$ cat src/rtl/screen_msg_seq.sv
// Sends a display message (clear + note name) as serial frames per request.
// Define SCREEN_OCTAVE_EN to append the octave digit as a fifth byte.
module screen_msg_seq (
    input  logic       clk,
    input  logic       reset,
    input  logic       note_valid,
    input  logic [3:0] note_code,
    input  logic [2:0] octave,
    output logic [9:0] frame_data,
    output logic       frame_valid,
    input  logic       frame_ready,
    output logic       busy
);

`ifdef SCREEN_OCTAVE_EN
    localparam logic [2:0] LAST_IDX = 3'd4;
`else
    localparam logic [2:0] LAST_IDX = 3'd3;
`endif

    typedef enum logic [1:0] {IDLE, SEND, NEXT} state_t;

    state_t     state_q, state_d;
    logic [2:0] idx_q, idx_d;
    logic [3:0] note_q, note_d;
    logic       pend_vld_q, pend_vld_d;
    logic [3:0] pend_note_q, pend_note_d;
`ifdef SCREEN_OCTAVE_EN
    logic [2:0] oct_q, oct_d;
    logic [2:0] pend_oct_q, pend_oct_d;
`else
    logic       unused_octave;
    assign unused_octave = ^octave;
`endif

    logic       req_ok;
    logic       xfer;
    logic       last;
    logic [7:0] letter;
    logic       sharp;
    logic [7:0] msg_byte;

    assign req_ok      = note_valid && (note_code < 4'd12);
    assign frame_valid = (state_q == SEND);
    assign xfer        = frame_valid && frame_ready;
    assign last        = (idx_q == LAST_IDX);
    assign busy        = (state_q != IDLE) || pend_vld_q;

    always_ff @(posedge clk or posedge reset) begin
        if (reset) begin
            state_q     <= IDLE;
            idx_q       <= 3'd0;
            note_q      <= 4'd0;
            pend_vld_q  <= 1'b0;
            pend_note_q <= 4'd0;
`ifdef SCREEN_OCTAVE_EN
            oct_q       <= 3'd0;
            pend_oct_q  <= 3'd0;
`endif
        end else begin
            state_q     <= state_d;
            idx_q       <= idx_d;
            note_q      <= note_d;
            pend_vld_q  <= pend_vld_d;
            pend_note_q <= pend_note_d;
`ifdef SCREEN_OCTAVE_EN
            oct_q       <= oct_d;
            pend_oct_q  <= pend_oct_d;
`endif
        end
    end

    always_comb begin
        state_d     = state_q;
        idx_d       = idx_q;
        note_d      = note_q;
        pend_vld_d  = pend_vld_q;
        pend_note_d = pend_note_q;
`ifdef SCREEN_OCTAVE_EN
        oct_d       = oct_q;
        pend_oct_d  = pend_oct_q;
`endif
        case (state_q)
            IDLE: begin
                if (req_ok) begin
                    state_d = SEND;
                    idx_d   = 3'd0;
                    note_d  = note_code;
`ifdef SCREEN_OCTAVE_EN
                    oct_d   = octave;
`endif
                end
            end
            SEND: begin
                if (req_ok) begin
                    pend_vld_d  = 1'b1;
                    pend_note_d = note_code;
`ifdef SCREEN_OCTAVE_EN
                    pend_oct_d  = octave;
`endif
                end
                if (xfer) state_d = NEXT;
            end
            NEXT: begin
                if (!last) begin
                    state_d = SEND;
                    idx_d   = idx_q + 3'd1;
                    if (req_ok) begin
                        pend_vld_d  = 1'b1;
                        pend_note_d = note_code;
`ifdef SCREEN_OCTAVE_EN
                        pend_oct_d  = octave;
`endif
                    end
                end else if (req_ok) begin
                    // A fresh request supersedes whatever was pending
                    state_d    = SEND;
                    idx_d      = 3'd0;
                    note_d     = note_code;
                    pend_vld_d = 1'b0;
`ifdef SCREEN_OCTAVE_EN
                    oct_d      = octave;
`endif
                end else if (pend_vld_q) begin
                    state_d    = SEND;
                    idx_d      = 3'd0;
                    note_d     = pend_note_q;
                    pend_vld_d = 1'b0;
`ifdef SCREEN_OCTAVE_EN
                    oct_d      = pend_oct_q;
`endif
                end else begin
                    state_d = IDLE;
                end
            end
            default: state_d = IDLE;
        endcase
    end

    always_comb begin
        letter = 8'h43;
        sharp  = 1'b0;
        case (note_q)
            4'd0:    letter = 8'h43;
            4'd1:    begin letter = 8'h43; sharp = 1'b1; end
            4'd2:    letter = 8'h44;
            4'd3:    begin letter = 8'h44; sharp = 1'b1; end
            4'd4:    letter = 8'h45;
            4'd5:    letter = 8'h46;
            4'd6:    begin letter = 8'h46; sharp = 1'b1; end
            4'd7:    letter = 8'h47;
            4'd8:    begin letter = 8'h47; sharp = 1'b1; end
            4'd9:    letter = 8'h41;
            4'd10:   begin letter = 8'h41; sharp = 1'b1; end
            4'd11:   letter = 8'h42;
            default: letter = 8'h43;
        endcase
    end

    always_comb begin
        msg_byte = 8'hFE;
        case (idx_q)
            3'd0:    msg_byte = 8'hFE;
            3'd1:    msg_byte = 8'h01;
            3'd2:    msg_byte = letter;
            3'd3:    msg_byte = sharp ? 8'h23 : 8'h20;
`ifdef SCREEN_OCTAVE_EN
            3'd4:    msg_byte = {5'b00110, oct_q};
`endif
            default: msg_byte = 8'hFE;
        endcase
    end

    assign frame_data = frame_valid ? {1'b1, msg_byte, 1'b0} : 10'h3FF;

endmodule
$ cat config.mk
export PLATFORM = sky130hd
export DESIGN_NAME = screen_msg_seq
export DESIGN_NICKNAME = d
export VERILOG_FILES = /design/src/rtl/screen_msg_seq.sv
export SDC_FILE = /design/constraint.sdc
export NUM_CORES = 1
export LEC_CHECK = 0
export CAP_MARGIN = 20
export CORE_AREA = 5 5 47 59
export DETAILED_ROUTE_END_ITERATION = 8
export DIE_AREA = 0 0 52 64
export PLACE_DENSITY = 0.8
export SLEW_MARGIN = 20
export SYNTH_ARGS = -nofsm -noshare
export SYNTH_HDL_FRONTEND = slang
export SYNTH_SLANG_ARGS = --single-unit
$ cat constraint.sdc
create_clock -name clk -period 2.3 [get_ports clk]
set_input_delay 0.575 -clock clk [delete_from_list [all_inputs] [get_ports clk]]
set_output_delay 0.575 -clock clk [all_outputs]
set_load 0.1 [all_outputs]
### Yosys cells after proc, flatten, opt, wreduce, memory -nomap -nowiden

Cells that the tools add are included.

* add/sub/neg operators: 1
* $lt $le $gt $ge: 1
* equal/unequal tests: 22
* multiplexer cells: 27
* reduce and logical (&&, ||, !) cells: 16

Operator list (count)
* $mux 4: 6
* $pmux 8 s3: 1
* $pmux 3 s6: 1
* $eq 4x3->1 const B: 4
* $eq 4x4->1 const B: 4
* $pmux 4 s2: 2
* $mux 3: 4
* $mux 9: 1
* $eq 4x2->1 const B: 2
* $reduce_or 2->1: 4
* $eq 3x2->1 const B: 2
* $mux 1: 6
* $mux 2: 3
* $ne 2x2->1 const B: 3
* $pmux 2 s3: 1
* $pmux 3 s2: 1
* $reduce_bool 2->1: 3
* $reduce_or 5->1: 1
* $eq 4x1->1 const B: 1
* $lt 4x4->1 const B: 1
* $ne 4x4->1 const B: 1
* $reduce_and 2->1: 2
* $reduce_and 4->1: 1
* $add 3x1->3 const B: 1
* other kinds (10): 11

* bits in registers: 14
* bits of input ports: 11
* output and inout bits: 12
* word-level logic and storage cells: 72

### Longest topological paths before layout

Gate-level depths: netlist of run 1.

* word-level depth: 6
* depth in mapped cells: 7

### Worst setup path after synthesis of run 1

Ideal clock, no wire load.

* kind: reg-to-output
* from: register state_q[1]
* to: output frame_data[5]
* arrival time: 3.454 ns
* data required time: 1.725 ns
* slack: -1.729 ns
* stages on the path, launching flop included: 7
* buffers on the path: 1
* cell sequence: dfrtp_1 > inv_1 > ha_1 > inv_1 > nor3_1 > inv_1 > buf_4

* cells in the longest elaborated chain, start to end: 2

RTL lines
* start, declared: line 23 `state_t state_q, state_d;`
* start signal, assigned: line 61 `state_q <= state_d;`
* $eq 2x1->1: line 44 `assign frame_valid = (state_q == SEND);`
* named net frame_valid: line 10 `output logic frame_valid,`
* $mux 9: line 174 `assign frame_data = frame_valid ? {1'b1, msg_byte, 1'b0} : 10'h3FF;`
* end, declared: line 9 `output logic [9:0] frame_data,`

The timed path passes the listed nets, and every way through them passes these cells.

### Final worst setup path of run 1

* from: register state_q[1]
* to: output frame_data[4]

* cells in the longest elaborated chain, start to end: 2

RTL lines (line)
* $eq 2x1->1: 44
* $mux 9: 174

Every way passes these cells.

==> results of run 1 <==
==> cells in the mapped netlist (2+ instances only) <==
| cell | count | share of area |
|---|---|---|
| a21oi_1 | 4 | 0.020 |
| a31oi_1 | 2 | 0.012 |
| buf_4 | 3 | 0.022 |
| clkbuf_1 | 3 | 0.011 |
| dfrtp_1 | 14 | 0.35 |
| ha_1 | 7 | 0.087 |
| inv_1 | 11 | 0.041 |
| mux2_2 | 7 | 0.078 |
| mux2i_1 | 6 | 0.059 |
| nand2_1 | 7 | 0.026 |
| nand2b_1 | 3 | 0.019 |
| nand3_1 | 4 | 0.020 |
| nand3b_1 | 2 | 0.015 |
| nor2_1 | 4 | 0.015 |
| nor2b_1 | 3 | 0.019 |
| nor3_1 | 2 | 0.0099 |
| o211ai_1 | 2 | 0.015 |
| o21ai_0 | 6 | 0.030 |
| or2b_1 | 2 | 0.015 |
==> cell usage in the layout (no fill, tap or decap), types with 6 or more instances in the layout <==
cell / n
clkdlybuf4s50_1: 7
mux2_2: 7
dfrtp_1: 12
mux2i_1: 6
o21ai_0: 6
buf_4: 10
inv_1: 8
buf_12: 11
nand2_1: 7
==> area by class of cell <==
class / instances / area (µm²) / share of cell area
Timing Repair Buffer: 28 / 365 / 0.248
Sequential cell: 14 / 353 / 0.240
Clock buffer: 4 / 36.3 / 0.0247
Tap cell: 31 / 38.8 / 0.0264
Multi-Input combinational cell: 77 / 629 / 0.428
Inverter: 11 / 48.8 / 0.0332
==> sequential cells by signal (all words and copies together) (netlist names) <==
| name | count |
|---|---|
| note_q | 4 |
| pend_note_q | 4 |
| idx_q | 3 |
| state_q | 2 |
| pend_vld_q | 1 |
==> stage by stage <==
| stage | setup WS [ns] | cell area (µm²) | util | std cells |
|---|---|---|---|---|
| after CTS | -0.0523 | 1420 | 0.656 | 160 |
| after floorplan | -0.977 | 1070 | - | 108 |
| after detailed placement | 0.0476 | 1350 | 0.625 | 153 |
| final | -0.0197 | 1470 | 0.680 | 165 |
| after global placement | 0.102 | 1350 | 0.625 | 153 |
| after global routing | -0.0963 | 1470 | 0.680 | 165 |
==> cells by family after synthesis <==
group           after synthesis  synth area share
simple gates                 32             0.177
compound gates               24             0.175
buf+inv                      17            0.0743
flops                        14             0.347
mux                          13             0.137
fa+ha+maj                     7            0.0866
other cells                   1           0.00371
==> worst max path at each step <==
stage                          endpoint  slack [ns]  cells past startpoint
after floorplan           frame_data[5]       -0.98                      6
after global placement        note_q[1]        0.10                      5
after detailed placement      note_q[1]        0.05                      5
after CTS                 frame_data[4]       -0.05                      6
after global routing      frame_data[4]        -0.1                      6
final                     frame_data[4]       -0.02                      6
==> what timing repair did <==
item / CTS / global route
endpoints found under the setup margin: 8 / 8
pin swaps: 1 / 1
setup buffers: 3 / 5
gates resized for setup: 3 / 5
==> worst max-delay path: stages, from the launching register on <==
cell and delay (ns):
dfrtp_1 0.40, inv_2 0.08, ha_4 0.15, clkinvlp_4 0.10, nor3_4 0.28, clkinvlp_4 0.24, buf_12 0.21
==> per-layer routing <==
| metal | GRT usage | routed length (µm) | vias to the layer above |
|---|---|---|---|
| li1 | - | - | 426 |
| met1 | 0.158 | 854 | 420 |
| met2 | 0.263 | 1230 | 20 |
| met3 | 0.0140 | 59 | 7 |
| met4 | 0.0787 | 69 | 0 |
| met5 | 0 | 0 | - |
==> flow_metrics.env, run 1 <==
export IMPL_diodes=0
export IMPL_die_width_um=52
export IMPL_place_hpwl_um=1600
export IMPL_insertion_delay_ns=0.29
export IMPL_drc_errors=0
export IMPL_r2r_slack_ns=0.23
export IMPL_rsz0062_at_grt="true"
export IMPL_drt_pass1_iterations=4
export IMPL_r2r_end="note_q[1]"
export IMPL_ant_nets=0
export IMPL_htreeDepth=1
export IMPL_crit_fanout=5
export IMPL_cts_tree="yes"
export IMPL_maxSlewHeadroom=0.632
export IMPL_grt_pass1_vias=856
export IMPL_fp_dieH_um=64
export IMPL_nFillCells=155
export IMPL_fin_crit_sh=1.01
export IMPL_start_kind="register"
export IMPL_hold_buffers=0
export IMPL_initial_core_util=0.467
export IMPL_drt_iter0_markers=8
export IMPL_grt_usage=0.144
export IMPL_maxCapViolations=0
export IMPL_finalHoldViolations=0
export IMPL_syn_area_um2=1010
export IMPL_boundaryPins=23
export IMPL_synth_edf_count=0
export IMPL_worst_slack_ns=-0.0197
export IMPL_fin_crit_ns=2.32
export IMPL_ys_async_sr_fraction=1.00
export IMPL_crit_start="state_q[1]"
export IMPL_area_delta_synth_final_pct=45.5
export IMPL_cts_root_buf="clkbuf_4"
export IMPL_antenna_found_initial=0
export IMPL_crit_path_end_kind="output port"
export IMPL_hold_path_class="reg2reg"
export IMPL_slew_viol_final=0
export IMPL_rr_worst_depth=5
export IMPL_tns_ns=-0.0572
export IMPL_ys_ff_latch=14
export IMPL_clkSinkCount=14
export IMPL_cts_buffers=3
export IMPL_ys_seq_area_frac=0.347
export IMPL_synth_distinct_cells=35
export IMPL_overflow=0
export IMPL_clk_path_buf_depth=2
export IMPL_status="finished with violations"
export IMPL_whs_ns=0.502
export IMPL_core_um2=2160
export IMPL_io_buffers=18
export IMPL_routabilityCongestion=0.798
export IMPL_min_path_cells=1
export IMPL_violations="negative setup slack"
export IMPL_cp_data_required_time_ns=1.73
export IMPL_viasPerCell=5.29
export IMPL_path_clk_slew_ns=0.08
export IMPL_maxClockFrequency_mhz=431
export IMPL_worstMarginPinSlew_ns=0.552
export IMPL_rows=19
export IMPL_grt_pass1_wl_um=3660
export IMPL_final_nets=153
export IMPL_wirelength_um=2210
export IMPL_die_area_um2=3330
export IMPL_grt_max_degree=15
export IMPL_holdCritStartpoint="pend_note_q[3]"
export IMPL_path_class="reg2out"
export IMPL_post_drt_wl_per_cell_um=13.4
export IMPL_finClkSkew_ns=0.000664
export IMPL_synth_nets=126
export IMPL_vias=873
export IMPL_drive_gt1_frac=0.351
export IMPL_syn_inst=108
export IMPL_critical_path_arrival_ns=1.74
export IMPL_avgSynthCellArea_um2=9.36
export IMPL_synth_warnings=0
export IMPL_min_to="pend_note_q[3]"
export IMPL_synth_ff_type="dfrtp_1"
export IMPL_finalSetupViolations=3
export IMPL_reg2reg_from="state_q[0]"
Power of run 1 is not shown: default switching activity piles up to over one toggle a cycle in this logic, so the estimate is an artifact.
==> run 2, diff against run 1 <==
Settings changed: CORE_AREA 5 5 47 59 to 2 2 44 56, CTS_CLUSTER_DIAMETER set to 50, DIE_AREA 0 0 52 64 to 0 0 46 58.
==> run 2 against run 1 <==
Against the previous run: the flow still finishes with violations (negative setup slack); utilization rose by 2.3 points; setup slack worse by 0.045 ns; global-route usage increased by 5.4 points; via count up 0.34%; sequential share of layout area decreased by 0.54 points; worst hold slack improved by 0.013 ns; critical endpoint is now frame_data[8].
==> flow_metrics.env, run 2 (synthesis gave the netlist of run 1 again) <==
export IMPL_status="finished with violations"
export IMPL_violations="negative setup slack"
export IMPL_place_hpwl_um=1660
export IMPL_routabilityCongestion=0.789
export IMPL_holdCritStartpoint="pend_note_q[1]"
export IMPL_busiest_layer="met2"
export IMPL_maxSlewHeadroom=0.644
export IMPL_maxCapViolations=0
export IMPL_post_drt_wl_per_cell_um=14.5
export IMPL_drive_gt1_frac=0.380
export IMPL_final_nets=156
export IMPL_finClkSkew_ns=0.00450
export IMPL_core_um2=2140
export IMPL_clkSinkCount=14
export IMPL_insertion_delay_ns=0.29
export IMPL_worst_slack_ns=-0.0648
export IMPL_fp_dieH_um=58
export IMPL_grt_pass1_wl_um=3880
export IMPL_r2r_slack_ns=0.26
export IMPL_cts_root_buf="clkbuf_4"
export IMPL_path_clk_slew_ns=0.09
export IMPL_use_met1=0.212
export IMPL_cts_tree="yes"
export IMPL_whs_ns=0.515
export IMPL_vias=876
export IMPL_diodes=0
export IMPL_crit_fanout=5
export IMPL_cpPeakStageDelay_ns=0.40
export IMPL_fin_crit_sh=1.03
export IMPL_drt_iter0_markers=21
export IMPL_fin_util=0.704
export IMPL_ant_nets=0
export IMPL_nFillCells=148
export IMPL_initial_core_util=0.473
export IMPL_crit_start="state_q[1]"
export IMPL_grt_pass1_vias=905
export IMPL_finalHoldViolations=0
export IMPL_reg_largest_list="note_q (4), pend_note_q (4), idx_q (3)"
export IMPL_area_delta_synth_final_pct=48.9
export IMPL_htreeDepth=1
export IMPL_drc_errors=0
export IMPL_layout_commonest_cell="buf_4"
export IMPL_die_width_um=46
export IMPL_grt_usage=0.198
export IMPL_drt_pass1_iterations=4
export IMPL_io_buffers=18
export IMPL_cp_data_required_time_ns=1.73
export IMPL_maxClockFrequency_mhz=423
export IMPL_grt_use_met2=0.367
export IMPL_start_kind="register"
export IMPL_path_class="reg2out"
export IMPL_rsz0062_at_grt="true"
export IMPL_grt_max_degree=15
export IMPL_final_cell_mix="buf_4 (13), dfrtp_1 (12), buf_12 (10)"
export IMPL_reg2reg_from="state_q[0]"
export IMPL_crit_chain="inv_2, ha_4, clkinvlp_4, nor3_4, clkinvlp_4, buf_12"
export IMPL_rows=19
export IMPL_clk_path_buf_depth=2
export IMPL_slew_viol_final=0
export IMPL_grt_util_met3=0.0218
export IMPL_crit_path_end_kind="output port"
export IMPL_worstMarginPinSlew_ns=0.534
export IMPL_cts_buffers=3
export IMPL_fin_crit_ns=2.36
export IMPL_critical_path_arrival_ns=1.79
export IMPL_finalSetupViolations=5
export IMPL_die_area_um2=2670
export IMPL_overflow=0
export IMPL_boundaryPins=23
export IMPL_wirelength_um=2290
export IMPL_viasPerCell=5.54
export IMPL_cp_common_cell="clkinvlp_4"
export IMPL_hold_path_class="reg2reg"
export IMPL_crit_slowest_cell="dfrtp_1"
export IMPL_antenna_found_initial=0
## run 2: layout make-up
type                       instances  area, µm²  share of cell area
sequential                        14        353               0.234
timing repair buffer              31        400               0.266
multi-input combinational         77        641               0.426
tap                               21       26.3              0.0175
clock buffer                       4       36.3              0.0241
inverter                          11       48.8              0.0324
## run 2: worst paths after layout
kind,to,cells after the start
min reg2reg,pend_note_q[1],1
max,frame_data[8],6
max reg2reg,note_q[1],5
min in group asynchronous,note_q[0],2
min,pend_note_q[1],1
max in group asynchronous,note_q[2],2
## run 2: per-stage QoR
step / cells / TNS (ns) / setup WS [ns] / area (µm²)
after floorplan: 108 / -5.90 / -0.977 / 1070
after CTS: 149 / -0.237 / -0.0593 / 1400
after global placement: 143 / 0 / 0.0960 / 1340
final: 158 / -0.225 / -0.0648 / 1510
after detailed placement: 143 / 0 / 0.0389 / 1340
after global routing: 158 / -0.859 / -0.165 / 1510
## run 2: timing repair
action / CTS / global route
buffers inserted: 2 / 9
pin swaps: 1 / 1
setup endpoints to repair: 8 / 8
hold buffers: 0 / 0
gates resized for setup: 3 / 9
endpoints found under the hold margin: 0 / 0
## run 2: critical path: cells and delay by family (launching register included)
kind | cells | cell delay, ns
buffers and inverters | 4 | 0.63
DFF | 1 | 0.40
adders and majority gates | 1 | 0.16
and+or+nand+nor | 1 | 0.30
## run 2: metal layers
layer  wire length (µm)  up-vias  share of wire
li1                   -      430              -
met3                 72        5          0.031
met2               1280       25           0.56
met1                897      416           0.39
met4                 41        0          0.018
met5                  0        -              0
Power of run 2 is left out for the same reason.
==> run 3, diff against run 2 <==
Settings changed: TNS_END_PERCENT set to 5.
==> run 3 against run 2 <==
Against the previous run: the run still ends with negative setup slack left; maximum frequency up 0.34%; wire length barely moved; final cell count down 2.5%; non-clock buffer count is 4 lower; register-to-register slack about the same; utilization fell by 2.7 points; sequential share of layout area is 0.85 points higher; critical path depth unchanged; largest cell class unchanged.
==> flow_metrics.env, run 3 (synthesis gave the netlist of run 1 again) <==
export IMPL_status="finished with violations"
export IMPL_violations="negative setup slack"
export IMPL_crit_path_end_kind="output port"
export IMPL_crit_slowest_cell="dfrtp_1"
export IMPL_cts_buffers=3
export IMPL_drt_iter0_markers=23
export IMPL_antenna_found_initial=0
export IMPL_r2r_slack_ns=0.27
export IMPL_finalHoldViolations=0
export IMPL_drc_errors=0
export IMPL_vias=889
export IMPL_place_ws_ns=0.0460
export IMPL_grt_pass1_wl_um=4170
export IMPL_ant_nets=0
export IMPL_io_buffers=18
export IMPL_die_width_um=46
export IMPL_grt_max_degree=15
export IMPL_rr_worst_depth=5
export IMPL_boundaryPins=23
export IMPL_fin_crit_sh=1.02
export IMPL_initial_core_util=0.473
export IMPL_critical_path_arrival_ns=1.78
export IMPL_insertion_delay_ns=0.29
export IMPL_worst_slack_ns=-0.0567
export IMPL_wirelength_um=2290
export IMPL_reg2reg_from="state_q[0]"
export IMPL_reg_largest_list="note_q (4), pend_note_q (4), idx_q (3)"
export IMPL_r2r_end="note_q[1]"
export IMPL_cpPeakStageDelay_ns=0.40
export IMPL_holdCritStartpoint="pend_note_q[2]"
export IMPL_cp_data_required_time_ns=1.73
export IMPL_maxCapViolations=0
export IMPL_path_clk_slew_ns=0.09
export IMPL_area_delta_synth_final_pct=43.2
export IMPL_design_area_um2=1450
export IMPL_dpl_cell_area_um2=1340
export IMPL_finClkSkew_ns=0.00213
export IMPL_overflow=0
export IMPL_crit_chain="inv_2, ha_4, clkinvlp_4, nor3_4, clkinvlp_4, buf_12"
export IMPL_grt_usage=0.213
export IMPL_rsz0062_at_grt="true"
export IMPL_htreeDepth=1
export IMPL_min_path_cells=1
export IMPL_die_area_um2=2670
export IMPL_clkSinkCount=14
export IMPL_min_to="pend_note_q[2]"
export IMPL_worstMarginPinSlew_ns=0.554
export IMPL_fp_dieH_um=58
export IMPL_cts_tree="yes"
export IMPL_maxSlewHeadroom=0.630
export IMPL_nFillCells=168
export IMPL_drt_pass1_iterations=5
export IMPL_final_cell_mix="dfrtp_1 (13), buf_12 (11), buf_4 (9)"
export IMPL_diodes=0
export IMPL_cp_common_cell="clkinvlp_4"
export IMPL_crit_fanout=5
export IMPL_place_hpwl_um=1720
export IMPL_grt_pass1_vias=952
export IMPL_post_drt_wl_per_cell_um=14.9
export IMPL_rows=19
export IMPL_hold_path_class="reg2reg"
export IMPL_maxClockFrequency_mhz=424
export IMPL_slew_viol_final=0
export IMPL_dp_cells=143
export IMPL_layout_commonest_cell="dfrtp_1"
export IMPL_routabilityCongestion=0.784
export IMPL_final_nets=152
export IMPL_clk_path_buf_depth=2
export IMPL_core_um2=2140
export IMPL_finalSetupViolations=4
export IMPL_fin_crit_ns=2.36
export IMPL_tns_ns=-0.185
export IMPL_instances_no_fill=154
export IMPL_viasPerCell=5.77
export IMPL_start_kind="register"
export IMPL_cts_root_buf="clkbuf_4"
export IMPL_path_class="reg2out"
export IMPL_drive_gt1_frac=0.346
-- run 3: layout make-up --
class                      instances  area (µm²)  area share
multi-input combinational         77         627       0.433
clock buffer                       4        36.3      0.0251
timing repair buffer              27         358       0.247
sequential                        14         352       0.243
tap                               21        26.3      0.0182
inverter                          11        48.8      0.0337
-- run 3: what timing repair did --
action                                  CTS  global route
hold buffers                              0             0
resized for setup                         5             2
endpoints found under the setup margin    8             8
pin swaps                                 1             1
endpoints found under the hold margin     0             0
setup buffers                             3             4
-- run 3: through the flow --
| stage | hold slack (ns) | utilization |
|---|---|---|
| finish | 0.512 | 0.677 |
| floorplan | 0.464 | - |
| CTS | 0.513 | 0.661 |
| global route | 0.548 | 0.677 |
| detailed placement | 0.493 | 0.626 |
| global placement | 0.480 | 0.626 |
-- run 3: layer usage --
metal	global-route usage	routed length [µm]
met1	0.238	844
met2	0.383	1320
met3	0.0405	83
met4	0.0735	41
met5	0	0
-- run 3: how the worst max path moves through the flow --
stage	startpoint	endpoint	slack (ns)	depth (start not counted)
3_5_place_dp	note_valid	note_q[1]	0.05	5
2_1_floorplan	state_q[1]	frame_data[5]	-0.98	6
5_1_grt	state_q[1]	frame_data[4]	-0.16	6
3_3_place_gp	note_code[2]	note_q[1]	0.09	5
4_1_cts	idx_q[0]	frame_data[8]	-0.07	6
6_report	state_q[1]	frame_data[8]	-0.06	6
-- run 3: worst max-delay path, delay by kind of cell, from the launching register on --
| family | cells | cell delay, ns |
|---|---|---|
| adders and majority gates | 1 | 0.15 |
| buffers and inverters | 4 | 0.64 |
| DFF | 1 | 0.40 |
| and+or+nand+nor | 1 | 0.29 |
Power of run 3 is left out for the same reason.
